`src/rtl/bip2_control_unit.sv`:
```
// BIP-2 multicycle control unit: fetch/decode/execute sequencer owning the PC and IR.
// Latency: LD/ADD/SUB 4 cycles, HLT 2 cycles to HALT, all other instructions 3 cycles.
// No backpressure: program memory is a fixed one-cycle synchronous read, and strobes are single-cycle pulses.
module bip2_control_unit #(
    parameter int PC_W    = 11,
    parameter int DATA_W  = 11,
    parameter int INSTR_W = 16
) (
    input  logic               clock_i,
    input  logic               reset_i,
    input  logic [INSTR_W-1:0] pm_data_i,
    output logic [PC_W-1:0]    pm_addr_o,
    input  logic               flagZ_i,
    input  logic               flagN_i,
    output logic [1:0]         selA_o,
    output logic               selB_o,
    output logic               wracc_o,
    output logic               op_o,
    output logic [DATA_W-1:0]  operand_o,
    output logic               dm_wr_o,
    output logic               halt_o
);

    localparam int OPC_W = INSTR_W - DATA_W;

    localparam logic [OPC_W-1:0] OPC_HLT  = 5'b00000;
    localparam logic [OPC_W-1:0] OPC_STO  = 5'b00001;
    localparam logic [OPC_W-1:0] OPC_LD   = 5'b00010;
    localparam logic [OPC_W-1:0] OPC_LDI  = 5'b00011;
    localparam logic [OPC_W-1:0] OPC_ADD  = 5'b00100;
    localparam logic [OPC_W-1:0] OPC_ADDI = 5'b00101;
    localparam logic [OPC_W-1:0] OPC_SUB  = 5'b00110;
    localparam logic [OPC_W-1:0] OPC_SUBI = 5'b00111;
    localparam logic [OPC_W-1:0] OPC_BEQ  = 5'b01000;
    localparam logic [OPC_W-1:0] OPC_BNE  = 5'b01001;
    localparam logic [OPC_W-1:0] OPC_BGT  = 5'b01010;
    localparam logic [OPC_W-1:0] OPC_BGE  = 5'b01011;
    localparam logic [OPC_W-1:0] OPC_BLT  = 5'b01100;
    localparam logic [OPC_W-1:0] OPC_BLE  = 5'b01101;
    localparam logic [OPC_W-1:0] OPC_JMP  = 5'b01110;

    typedef enum logic [2:0] {
        ST_FETCH  = 3'd0,
        ST_DECODE = 3'd1,
        ST_MEMRD  = 3'd2,
        ST_EXEC   = 3'd3,
        ST_HALT   = 3'd4
    } state_t;

    state_t               state_q, state_d;
    logic [PC_W-1:0]      pc_q, pc_d;
    logic [INSTR_W-1:0]   ir_q, ir_d;

    logic [OPC_W-1:0]     ir_opc;
    logic [OPC_W-1:0]     pm_opc;
    logic                 branch_taken;
    logic                 acc_wr_dec;
    logic                 sto_dec;

    assign ir_opc    = ir_q[INSTR_W-1:DATA_W];
    assign pm_opc    = pm_data_i[INSTR_W-1:DATA_W];
    assign pm_addr_o = pc_q;
    assign operand_o = ir_q[DATA_W-1:0];

    // State, PC and IR registers; reset may land in any state, including mid-instruction.
    always_ff @(posedge clock_i) begin
        if (reset_i) begin
            state_q <= ST_FETCH;
            pc_q    <= '0;
            ir_q    <= '0;
        end else begin
            state_q <= state_d;
            pc_q    <= pc_d;
            ir_q    <= ir_d;
        end
    end

    // Branch resolution from the live flags; the accumulator was written on an earlier EXEC edge.
    always_comb begin
        branch_taken = 1'b0;
        case (ir_opc)
            OPC_BEQ: branch_taken = flagZ_i;
            OPC_BNE: branch_taken = !flagZ_i;
            OPC_BGT: branch_taken = !flagZ_i && !flagN_i;
            OPC_BGE: branch_taken = !flagN_i;
            OPC_BLT: branch_taken = flagN_i;
            OPC_BLE: branch_taken = flagN_i || flagZ_i;
            OPC_JMP: branch_taken = 1'b1;
            default: branch_taken = 1'b0;
        endcase
    end

    // Next-state sequencing plus IR capture and PC update.
    always_comb begin
        state_d = state_q;
        pc_d    = pc_q;
        ir_d    = ir_q;
        case (state_q)
            ST_FETCH: state_d = ST_DECODE;
            ST_DECODE: begin
                ir_d = pm_data_i;
                case (pm_opc)
                    OPC_LD, OPC_ADD, OPC_SUB: state_d = ST_MEMRD;
                    OPC_HLT:                  state_d = ST_HALT;
                    default:                  state_d = ST_EXEC;
                endcase
            end
            ST_MEMRD: state_d = ST_EXEC;
            ST_EXEC: begin
                state_d = ST_FETCH;
                if (branch_taken) begin
                    pc_d = ir_q[PC_W-1:0];
                end else begin
                    pc_d = pc_q + PC_W'(1);
                end
            end
            ST_HALT: state_d = ST_HALT;
            default: state_d = ST_FETCH;
        endcase
    end

    // Datapath controls decoded from IR; selects hold steadily, strobes are gated to EXEC.
    always_comb begin
        selA_o     = 2'b00;
        selB_o     = 1'b0;
        op_o       = 1'b0;
        acc_wr_dec = 1'b0;
        sto_dec    = 1'b0;
        case (ir_opc)
            OPC_STO:  sto_dec = 1'b1;
            OPC_LD:   begin selA_o = 2'b00; acc_wr_dec = 1'b1; end
            OPC_LDI:  begin selA_o = 2'b01; acc_wr_dec = 1'b1; end
            OPC_ADD:  begin selA_o = 2'b10; selB_o = 1'b1; acc_wr_dec = 1'b1; end
            OPC_ADDI: begin selA_o = 2'b10; selB_o = 1'b0; acc_wr_dec = 1'b1; end
            OPC_SUB:  begin selA_o = 2'b10; selB_o = 1'b1; op_o = 1'b1; acc_wr_dec = 1'b1; end
            OPC_SUBI: begin selA_o = 2'b10; selB_o = 1'b0; op_o = 1'b1; acc_wr_dec = 1'b1; end
            default:  begin end
        endcase
        wracc_o = (state_q == ST_EXEC) && acc_wr_dec;
        dm_wr_o = (state_q == ST_EXEC) && sto_dec;
        halt_o  = (state_q == ST_HALT);
    end

endmodule

```
`config.mk`:
```
export PLATFORM = sky130hd
export DESIGN_NAME = bip2_control_unit
export DESIGN_NICKNAME = d
export VERILOG_FILES = /design/src/rtl/bip2_control_unit.sv
export SDC_FILE = /design/constraint.sdc
export NUM_CORES = 1
export LEC_CHECK = 0
export ABC_AREA = 1
export CORE_ASPECT_RATIO = 1.4
export CORE_MARGIN = 2
export CORE_UTILIZATION = 43
export CTS_CLUSTER_DIAMETER = 120
export CTS_CLUSTER_SIZE = 24
export DETAILED_ROUTE_END_ITERATION = 8
export PLACE_DENSITY = 0.77
export SLEW_MARGIN = 30
export SYNTH_ARGS = -nofsm -noshare
export SYNTH_HDL_FRONTEND = slang
export SYNTH_SLANG_ARGS = --single-unit
```
`constraint.sdc`:
```
create_clock -name clock_i -period 2.8 [get_ports clock_i]
set_input_delay 0.56 -clock clock_i [delete_from_list [all_inputs] [get_ports clock_i]]
set_output_delay 0.56 -clock clock_i [all_outputs]
set_load 0.01 [all_outputs]
```
# Word-level counts from Yosys, hierarchy flattened

Cells that the tools add are included.

Register bits: 30
Input bits: 20
Output and inout port bits: 29
Word-level logic and storage cells: 47

Add/sub/neg operators: 1
Eq/ne operators: 21
Muxes and demuxes: 9
Reduce and logical (&&, ||, !) cells: 13

Operators with widths:

| operator                                             | count |
|---|---|
| equality test 5 x 4 -> 1 bit (second input constant) | 7 |
| equality test 5 x 3 -> 1 bit (second input constant) | 6 |
| equality test 5 x 2 -> 1 bit (second input constant) | 3 |
| case mux 3 bit (4 select lines)                      | 1 |
| adder 11 x 1 -> 11 bit (second input constant)       | 1 |
| 2-to-1 mux 11 bit                                    | 1 |
| case mux 1 bit (7 select lines)                      | 1 |
| equality test 3 x 2 -> 1 bit (second input constant) | 2 |
| case mux 3 bit (2 select lines)                      | 1 |
| OR reduction 6 bit                                   | 1 |
| equality test 5 x 1 -> 1 bit (second input constant) | 1 |
| logical NOT 5 bit                                    | 1 |
| 2-to-1 mux 1 bit                                     | 4 |
| case mux 2 bit (2 select lines)                      | 1 |
| OR reduction 2 bit                                   | 2 |
| OR reduction 4 bit                                   | 1 |
| equality test 3 x 1 -> 1 bit (second input constant) | 1 |
| equality test 3 bit (second input constant)          | 1 |
| logical AND 1 bit                                    | 3 |
| logical NOT 3 bit                                    | 1 |
| OR reduction 3 bit                                   | 1 |
| logical NOT 1 bit                                    | 2 |
| logical OR 1 bit                                     | 1 |

# Longest topological paths before layout

Depth after elaboration: 4
Depth in mapped cells: 10
Gate-level depth less buffers: 10

# Worst setup path after synthesis

No wires, ideal clock.

Path type: register to output
From: reg state_q[1]
To: out wracc_o
Arrival time: 1,194 ps
Data required time: 2,240 ps
Slack: 1,046 ps
Stages on the path, launching flop included: 3
Path buffers: 0
Cells stage by stage: dfxtp_1 -> nand3_4 -> a2111oi_0

Word-level cells in the longest chain between the ends: 2

Ends and longest elaborated chain:

| element                      | RTL line | source |
|---|---|---|
| start: declaration           | 50       | `state_t state_q, state_d;` |
| start signal: assignment     | 72       | `state_q <= state_d;` |
| equality test 3 x 2 -> 1 bit | 139      | `wracc_o = (state_q == ST_EXEC) && acc_wr_dec;` |
| logical AND 1 bit            | 139      |  |
| end: declaration             | 17       | `output logic wracc_o,` |

No other way between the ends.

# Worst setup path after layout

Ends and elaborated chain as after synthesis.

==> flow_summary.json <==
{
  "status": "complete, no violations",
  "h-tree-depth": 2,
  "clock_skew_ns": 0.00382,
  "synth_top_cell_by_area": "dfxtp_1",
  "clock_latency_ns": 0.28,
  "std_cell_rows": 27,
  "grt_pass1_vias": 1607,
  "grt_max_degree": 27,
  "seqCellArea_um2": 601,
  "die_area_um2": 4570,
  "cts_buffer_depth": 2,
  "hold_violations": 0,
  "cts_setup_buffers": 0,
  "fillers": 382,
  "fp.dieW_um": 57.7,
  "vias": 1745,
  "syn_inst": 260,
  "ys_ff_latch": 30,
  "yosys.area_share.xor_xnor": 0.00505,
  "cts.clk_slew.worst_paths_ns": 0.06,
  "cpMaxStageDelayCell": "clkdlybuf4s50_1",
  "synthAdderAreaFrac": 0.00721,
  "chipHeight_um": 79.2,
  "drive_above_1_share": 0.0811,
  "fin_area_um2": 2220,
  "leakagePower_nw": 0.904,
  "wl_met2_um": 2110,
  "placed_cell_area_um2": 2130,
  "max_cap_viol_count": 0,
  "final_cell_mix": "53 x nand2_1, 48 x clkdlybuf4s50_1, 30 x inv_1, 30 x nor2_1, 30 x dfxtp_1",
  "setup_viol_count_final": 0,
  "synth_ff_type": "dfxtp_1",
  "cts_buffers": 5,
  "grt.total_usage": 0.192,
  "slew_headroom": 0.656,
  "ys_seq_area_frac": 0.346,
  "multiInputGateArea_um2": 863,
  "tritoncts": "built",
  "wl_per_cell_um": 12.1,
  "num_antenna_cells": 0,
  "dr.pass1.iters": 4,
  "fin_cells": 339,
  "overflow": 0,
  "via_per_inst": 5.15,
  "worst-path-buf-inv": 1,
  "power_density_nw_per_um2": 481,
  "syn_avg_cell_area_um2": 6.67,
  "end_kind": "primary output",
  "hpwl_um": 3120,
  "wl_met3_um": 230,
  "holdWs_ns": 0.477,
  "boundaryPins": 49,
  "required_ns": 2.24,
  "top_layer_used": "met4",
  "yosys-top-cells-area": "dfxtp_1 35%, nand2_1 11%, inv_1 6.5%",
  "syn_to_final_growth_pct": 28.2,
  "max_freq_ghz": 0.397,
  "syn_nets": 281,
  "ys_async_sr_fraction": 0,
  "final_common_cell": "nand2_1",
  "worst-setup-path-type": "flop to primary output",
  "irDropWorstVdd_mv": 0.413,
  "synth_top_family_by_area": "simple AND/OR/NAND/NOR gates",
  "synth_mux_area_frac": 0,
  "start_kind": "flop",
  "netlist.area_leader.share": 0.346,
  "fin_nets": 316,
  "wl_um": 4100,
  "grt_pass1_wl_um": 6890,
  "placed_cells": 331,
  "cpPeakStageDelay_ns": 0.62,
  "critPathTopFamily": "buffers and inverters",
  "synth-compound-area-share": 0.121,
  "holdBufCountCts": 0,
  "drt_iter0_drc": 69,
  "rsz0062_at_grt": "false",
  "clock_sinks": 30,
  "setup_tns_ns": 0,
  "wl_met1_um": 1690,
  "ctsResizeCount": 0,
  "period_needed_ns": 2.52,
  "ant_nets": 0,
  "crit_arrival_ns": 1.96,
  "yosys_warnings": 0,
  "fin_crit_sh": 0.900,
  "cp_cell_sequence": "nand3_4 > a2111oi_0 > clkdlybuf4s50_1",
  "place.gp.congestion": 0.862,
  "antenna_found_initial": 0,
  "coreArea_um2": 3920,
  "yosys.area_share.simple": 0.364,
  "netlist_area_um2": 1740,
  "worstPathMaxFanout": 10,
  "synth_edf_count": 0,
  "max_slew.worst_pin.slew_ns": 0.516,
  "cts.root.buffer_cell": "clkbuf_8",
  "io_buffers": 48,
  "synth.distinct_cells": 25,
  "hp-class": "flop to flop",
  "slew_violations": 0,
  "initial_core_util": 0.443,
  "drc": 0
}
report_power, final:
group	switching (mW)	internal, mW
logic	0.121	0.103
clock network	0.161	0.198
registers	0.0290	0.457
total	0.311	0.758
worst paths after layout:
path / from / endpoint / slack [ns] / cells after the start
hold reg to reg: ir_q[8] / ir_q[8] / 0.48 / 2
hold / removal: ir_q[8] / ir_q[8] / 0.48 / 2
setup / recovery: state_q[1] / wracc_o / 0.28 / 3
setup reg to reg: pm_addr_o[1] / pm_addr_o[8] / 1.24 / 9
synth_stat cells (2+ instances only):
master and count:
nand2_1 53, buf_2 4, clkbuf_1 2, nand3_4 2
nand4_1 15, inv_1 30, nor2_2 3, dfxtp_1 30
o21ai_1 4, nand3_1 16, nor3_1 4, buf_4 14
nand3b_1 2, nand2_2 5, inv_2 4, nor2_1 30
a21oi_1 21, o21ai_0 14
kinds of logic (layout without fill, tap and decap cells):
logic type,Yosys count,in the layout
fa+ha+maj,1,1
flops,30,30
simple gates,132,132
buf+inv,55,91
compound gates,41,41
xor+xnor,1,1
flip-flops by register name, indices dropped and copies added (netlist names):
name and cells:
ir_q 16, state_q 3, pm_addr_o 11
stage by stage:
stage	power [mW]	setup slack, ns	util
after floorplan	0.646	1.05	-
after global placement	0.717	0.632	0.544
after detailed placement	0.721	0.643	0.544
after CTS	1.07	0.302	0.568
after global routing	1.12	0.231	0.568
final	1.07	0.281	0.568
routing by layer:
| metal | vias up | GRT usage |
|---|---|---|
| met5 | - | 0 |
| met4 | 0 | 0.0884 |
| met3 | 6 | 0.0326 |
| met2 | 55 | 0.340 |
| met1 | 779 | 0.219 |
| li1 | 905 | - |
final cells by class:
type                            count  share of cell area
Inverter                           34              0.0574
Tap cell                           43              0.0242
Clock buffer                        7              0.0388
Clock inverter                      1             0.00225
Sequential cell                    30               0.270
Timing Repair Buffer               49               0.219
Multi-Input combinational cell    175               0.388
worst reg2reg max path, stage by stage (launching register included):
cell and delay (ns):
dfxtp_1 0.38, ha_1 0.28, nand3_1 0.13, nor2_1 0.24, nand3b_1 0.11, nand2_1 0.07
inv_1 0.05, nand2_2 0.04, nand3_1 0.06, a21oi_1 0.13
No activity file was read; power rests on OpenSTA's default activity.
==> variant 1: new RTL, config.mk and constraints unchanged <==
Add an input register stage for `pm_data_i`, `flagZ_i` and `flagN_i`, cleared by the reset; this delays them by one clock.
--- a/src/rtl/bip2_control_unit.sv
+++ b/src/rtl/bip2_control_unit.sv
@@ -49,2 +49,18 @@
 
+    logic [INSTR_W-1:0] pm_data_q;
+    logic flagZ_q;
+    logic flagN_q;
+
+    always_ff @(posedge clock_i) begin
+        if (reset_i) begin
+            pm_data_q <= '0;
+            flagZ_q   <= '0;
+            flagN_q   <= '0;
+        end else begin
+            pm_data_q <= pm_data_i;
+            flagZ_q   <= flagZ_i;
+            flagN_q   <= flagN_i;
+        end
+    end
+
     state_t               state_q, state_d;
@@ -60,3 +76,3 @@
     assign ir_opc    = ir_q[INSTR_W-1:DATA_W];
-    assign pm_opc    = pm_data_i[INSTR_W-1:DATA_W];
+    assign pm_opc    = pm_data_q[INSTR_W-1:DATA_W];
     assign pm_addr_o = pc_q;
@@ -81,8 +97,8 @@
         case (ir_opc)
-            OPC_BEQ: branch_taken = flagZ_i;
-            OPC_BNE: branch_taken = !flagZ_i;
-            OPC_BGT: branch_taken = !flagZ_i && !flagN_i;
-            OPC_BGE: branch_taken = !flagN_i;
-            OPC_BLT: branch_taken = flagN_i;
-            OPC_BLE: branch_taken = flagN_i || flagZ_i;
+            OPC_BEQ: branch_taken = flagZ_q;
+            OPC_BNE: branch_taken = !flagZ_q;
+            OPC_BGT: branch_taken = !flagZ_q && !flagN_q;
+            OPC_BGE: branch_taken = !flagN_q;
+            OPC_BLT: branch_taken = flagN_q;
+            OPC_BLE: branch_taken = flagN_q || flagZ_q;
             OPC_JMP: branch_taken = 1'b1;
@@ -100,3 +116,3 @@
             ST_DECODE: begin
-                ir_d = pm_data_i;
+                ir_d = pm_data_q;
                 case (pm_opc)
Formal check against the unedited RTL: not equivalent (a bounded check fails within 4 cycles, from zero or initial values and one cycle with reset_i high).
==> variant 1 against the unedited design <==
Non-clock buffer count rose by 2; area after synthesis increased by 30%; critical path type unchanged; highest routed layer unchanged; sequential share of layout area up 7.1 points; design area is 27% higher; clock power is 38% higher; largest cell class unchanged; worst setup slack worse by 0.090 ns; routed wire length increased by 9.8%; power rose by 45%; sequential cell count increased by 18.
==> variant 1: results (changes against the unedited design) <==
- Clock latency on the worst-skew pair: 0.30 ns (was 0.28 ns)
- Worst clock skew: 0.00901 ns (was 0.00382 ns)
- Port Buffers: 48 (unchanged)
- Initial antenna violation count: 0 (unchanged)
- Data arrival time of the critical path: 2.05 ns (was 1.96 ns)
- Top post-synthesis cells by area: sky130_fd_sc_hd__dfxtp_1, sky130_fd_sc_hd__inv_1, sky130_fd_sc_hd__nor2_1 (was sky130_fd_sc_hd__dfxtp_1, sky130_fd_sc_hd__nand2_1, sky130_fd_sc_hd__inv_1)
- Maximum fanout along the worst path: 5 (was 10)
- Routability congestion estimate: 0.905 (was 0.862)
- Peak supply drop: 0.353 mV (was 0.413 mV)
- Global-route wire length before repair: 7.62 mm (was 6.89 mm)
- Synth Flop Type: sky130_fd_sc_hd__dfxtp_1 (unchanged)
- Number of antenna diodes: 0 (unchanged)
- Minimum setup slack after placement: 0.559 ns (was 0.643 ns)
- Synth unique cells: 28 (was 25)
- Highest metal layer used by the detailed router: met4 (unchanged)
- TritonCTS buffer count: 5 (unchanged)
- Max-slew headroom: 47.7% (was 65.6%)
- Overall fraction of global-route tracks in use: 16.6% (was 19.2%)
- Cell chosen for the clock root: sky130_fd_sc_hd__clkbuf_8 (unchanged)
- Final nets: 359 (was 316)
- Hold buffers post-CTS: 0 (unchanged)
- Outcome: complete, no violations (unchanged)
- Register clock-pin slew on the reported worst setup and hold paths: 0.09 ns (was 0.06 ns)
- Lkg Pwr: 1.19 nW (was 0.904 nW)
- Wire length on met2: 2.36 mm (was 2.11 mm)
- Post-CTS sizing: 0 (unchanged)
- Synth Net Count: 322 (was 281)
- Via total after detailed routing: 1946 (was 1745)
- Worst Hold Class: reg -> reg (unchanged)
- Met1 wire length: 1.93 mm (was 1.69 mm)
- Sequential fraction of the synthesis area: 42.7% (was 34.6%)
- Top post-synthesis cells by count: sky130_fd_sc_hd__inv_1, sky130_fd_sc_hd__dfxtp_1, sky130_fd_sc_hd__nor2_1 (was sky130_fd_sc_hd__nand2_1, sky130_fd_sc_hd__dfxtp_1, sky130_fd_sc_hd__inv_1, sky130_fd_sc_hd__nor2_1, sky130_fd_sc_hd__a21oi_1)
- Max stage delay on crit path: 0.65 ns (was 0.62 ns)
- Pin count of the biggest net entering global routing: 32 (was 27)
- Ratio of cells with drive above 1 in the final layout: 12.1% (was 8.11%)
- Detailed route wirelength on metal3: 134 um (was 230 um)
- Average wire length per cell after detail routing: 11.1 um (was 12.1 um)
- Vias in the first global route: 1758 (was 1607)
- Number of violations reported at the end of detailed-routing iteration 0: 135 (was 69)
- Placed wire-length estimate: 3.35 mm (was 3.12 mm)
[variant 1: path summary, 6_finish.rpt]
check | slack [ns] | end | cells after the start | startpoint
worst max-delay path | 0.19 | wracc_o | 3 | ir_q[13]$_SDFFE_PP0N_
worst min-delay path | 0.47 | ir_q[5]$_SDFFE_PP0N_ | 2 | pm_data_q[5]$_SDFF_PP0_
worst max register to register | 1.14 | ir_q[7]$_SDFFE_PP0N_ | 5 | state_q[0]$_SDFF_PP0_
worst min register to register | 0.47 | ir_q[5]$_SDFFE_PP0N_ | 2 | pm_data_q[5]$_SDFF_PP0_
[variant 1: layout make-up]
type,count,area [um^2]
Clock buffer,5,68.8
Fill cell,513,2300
Tap cell,66,82.6
Clock inverter,3,42.5
Multi-Input combinational cell,179,962
Timing Repair Buffer,51,503
Inverter,53,199
Sequential cell,48,961
[variant 1: per-stage QoR]
stage	instance area, um^2	hold slack (ns)	util [%]	std cells
6_report	2820	0.468	55.1	405
2_1_floorplan	2250	0.431	-	301
3_5_place_dp	2710	0.452	52.9	397
5_1_grt	2820	0.506	55.1	405
4_1_cts	2820	0.472	55.1	405
3_3_place_gp	2710	0.439	52.9	397
[variant 1: tightest hold or removal path: stages, from the launching register on]
cell                      delay, ns
sky130_fd_sc_hd__dfxtp_1       0.31
sky130_fd_sc_hd__nor2_1        0.04
sky130_fd_sc_hd__nor2_1        0.08
[variant 1: power by group]
part           total, W  internal (W)  switching [W]
registers      0.000769      0.000733      0.0000361
clock network  0.000496      0.000264       0.000231
logic          0.000289      0.000126       0.000162
[variant 1: metal layers]
metal  vias up  global-route usage (%)
met2        44                    30.5
met3         7                    3.24
li1       1011                       -
met1       884                    19.2
met5         -                       0
met4         0                    6.25
[variant 1: logic make-up after synthesis]
kind of cell	Yosys count	share of synthesized area, %
AO/OA/AOI/OAI	45	11.2
adder cells (fa/ha/maj)	1	0.556
XOR/XNOR	5	1.95
flip-flops	48	42.7
AND/OR/NAND/NOR	128	29.0
buffers and inverters	74	14.6
==> variant 2: new RTL, config.mk and constraints unchanged <==
Made on the original files. Register the output `operand_o`, without a reset; this adds one clock of latency there. The other outputs are not delayed to match.
--- a/src/rtl/bip2_control_unit.sv
+++ b/src/rtl/bip2_control_unit.sv
@@ -62,3 +62,5 @@
     assign pm_addr_o = pc_q;
-    assign operand_o = ir_q[DATA_W-1:0];
+    always_ff @(posedge clock_i) begin
+        operand_o <= ir_q[DATA_W-1:0];
+    end
 
Formal check against the unedited RTL: not equivalent (a bounded check fails within 4 cycles, from zero or initial values and one cycle with reset_i high).
==> variant 2 against the unedited design <==
Sequential power up 36%; worst hold slack worse by 0.12 ns; worst setup slack worse by 0.016 ns; power up 20%; design area up 11%; sequential cell count up 11; routed wire length about the same; area after synthesis up 7.1%.
==> variant 2: results (changes against the unedited design) <==
- Clock group: 0.000378 W (was 0.000359 W)
- Placed wire-length estimate: 3.00 mm (was 3.12 mm)
- Endpoint with the worst hold slack: operand_o[9]$_DFF_P_ (was ir_q[8]$_SDFFE_PP0N_)
- Outcome: complete, no violations (unchanged)
- Vias in the first global route: 1571 (was 1607)
- Synth Net Count: 263 (was 281)
- Clock buf count: 6 (was 7)
- Synth unique cells: 28 (was 25)
- Sequential fraction of the synthesis area: 44.1% (was 34.6%)
- Final cycle utilization of the critical path: 90.6% (was 90.0%)
- Utilization after layout: 58.6% (was 56.8%)
- Worst clock skew: 0.00355 ns (was 0.00382 ns)
- Portion of the layout cell area used by non-clock buffers: 20.1% (was 21.9%)
- Multi-input comb cells: 162 (was 175)
- Share of total power in combinational logic: 18.9% (was 21.0%)
- Reg-to-reg endpoint: ir_q[15]$_SDFFE_PP0N_ (was pm_addr_o[8]$_SDFFE_PP0P_)
- R2R depth: 5 (was 9)
- Final-layout fill cell count: 393 (was 382)
- Final nets: 313 (was 316)
- Post-Place Cells: 330 (was 331)
- Setup slack of the most critical reg-to-reg path: 1.13 ns (was 1.24 ns)
- Minimum setup slack after placement: 0.582 ns (was 0.643 ns)
- Detailed route wirelength on metal3: 148 um (was 230 um)
- Met2 track demand over resource: 32.2% (was 34.0%)
- Worst R2R Start: state_q[0]$_SDFF_PP0_ (was pm_addr_o[1]$_SDFFE_PP0P_)
- Worst hold stages: 0 (was 2)
- Global-route wire length before repair: 6.87 mm (was 6.89 mm)
- Overall fraction of global-route tracks in use: 18.5% (was 19.2%)
-- variant 2: cell count changes after synthesis, moves of 6 or more --
cell,before,now
sky130_fd_sc_hd__nand2_1,53,42
sky130_fd_sc_hd__nor2_1,30,21
sky130_fd_sc_hd__buf_4,14,0
sky130_fd_sc_hd__a21oi_2,0,6
sky130_fd_sc_hd__dfxtp_1,30,41
-- variant 2: kinds of logic (layout without fill, tap and decap cells) --
group / count (synthesis) / in the layout / share of synthesized area (%)
AO/OA/AOI/OAI: 45 / 45 / 13.7
XOR/XNOR: 5 / 5 / 2.36
adder cells (fa/ha/maj): 1 / 1 / 0.673
buffers and inverters: 39 / 90 / 8.34
flip-flops: 41 / 41 / 44.1
AND/OR/NAND/NOR: 111 / 111 / 30.8
-- variant 2: worst max-delay path: cells and delay by family (launching register included) --
family	cells	cell delay, ns
flops	1	0.39
buf+inv	2	0.73
compound gates	1	0.34
simple gates	2	0.22
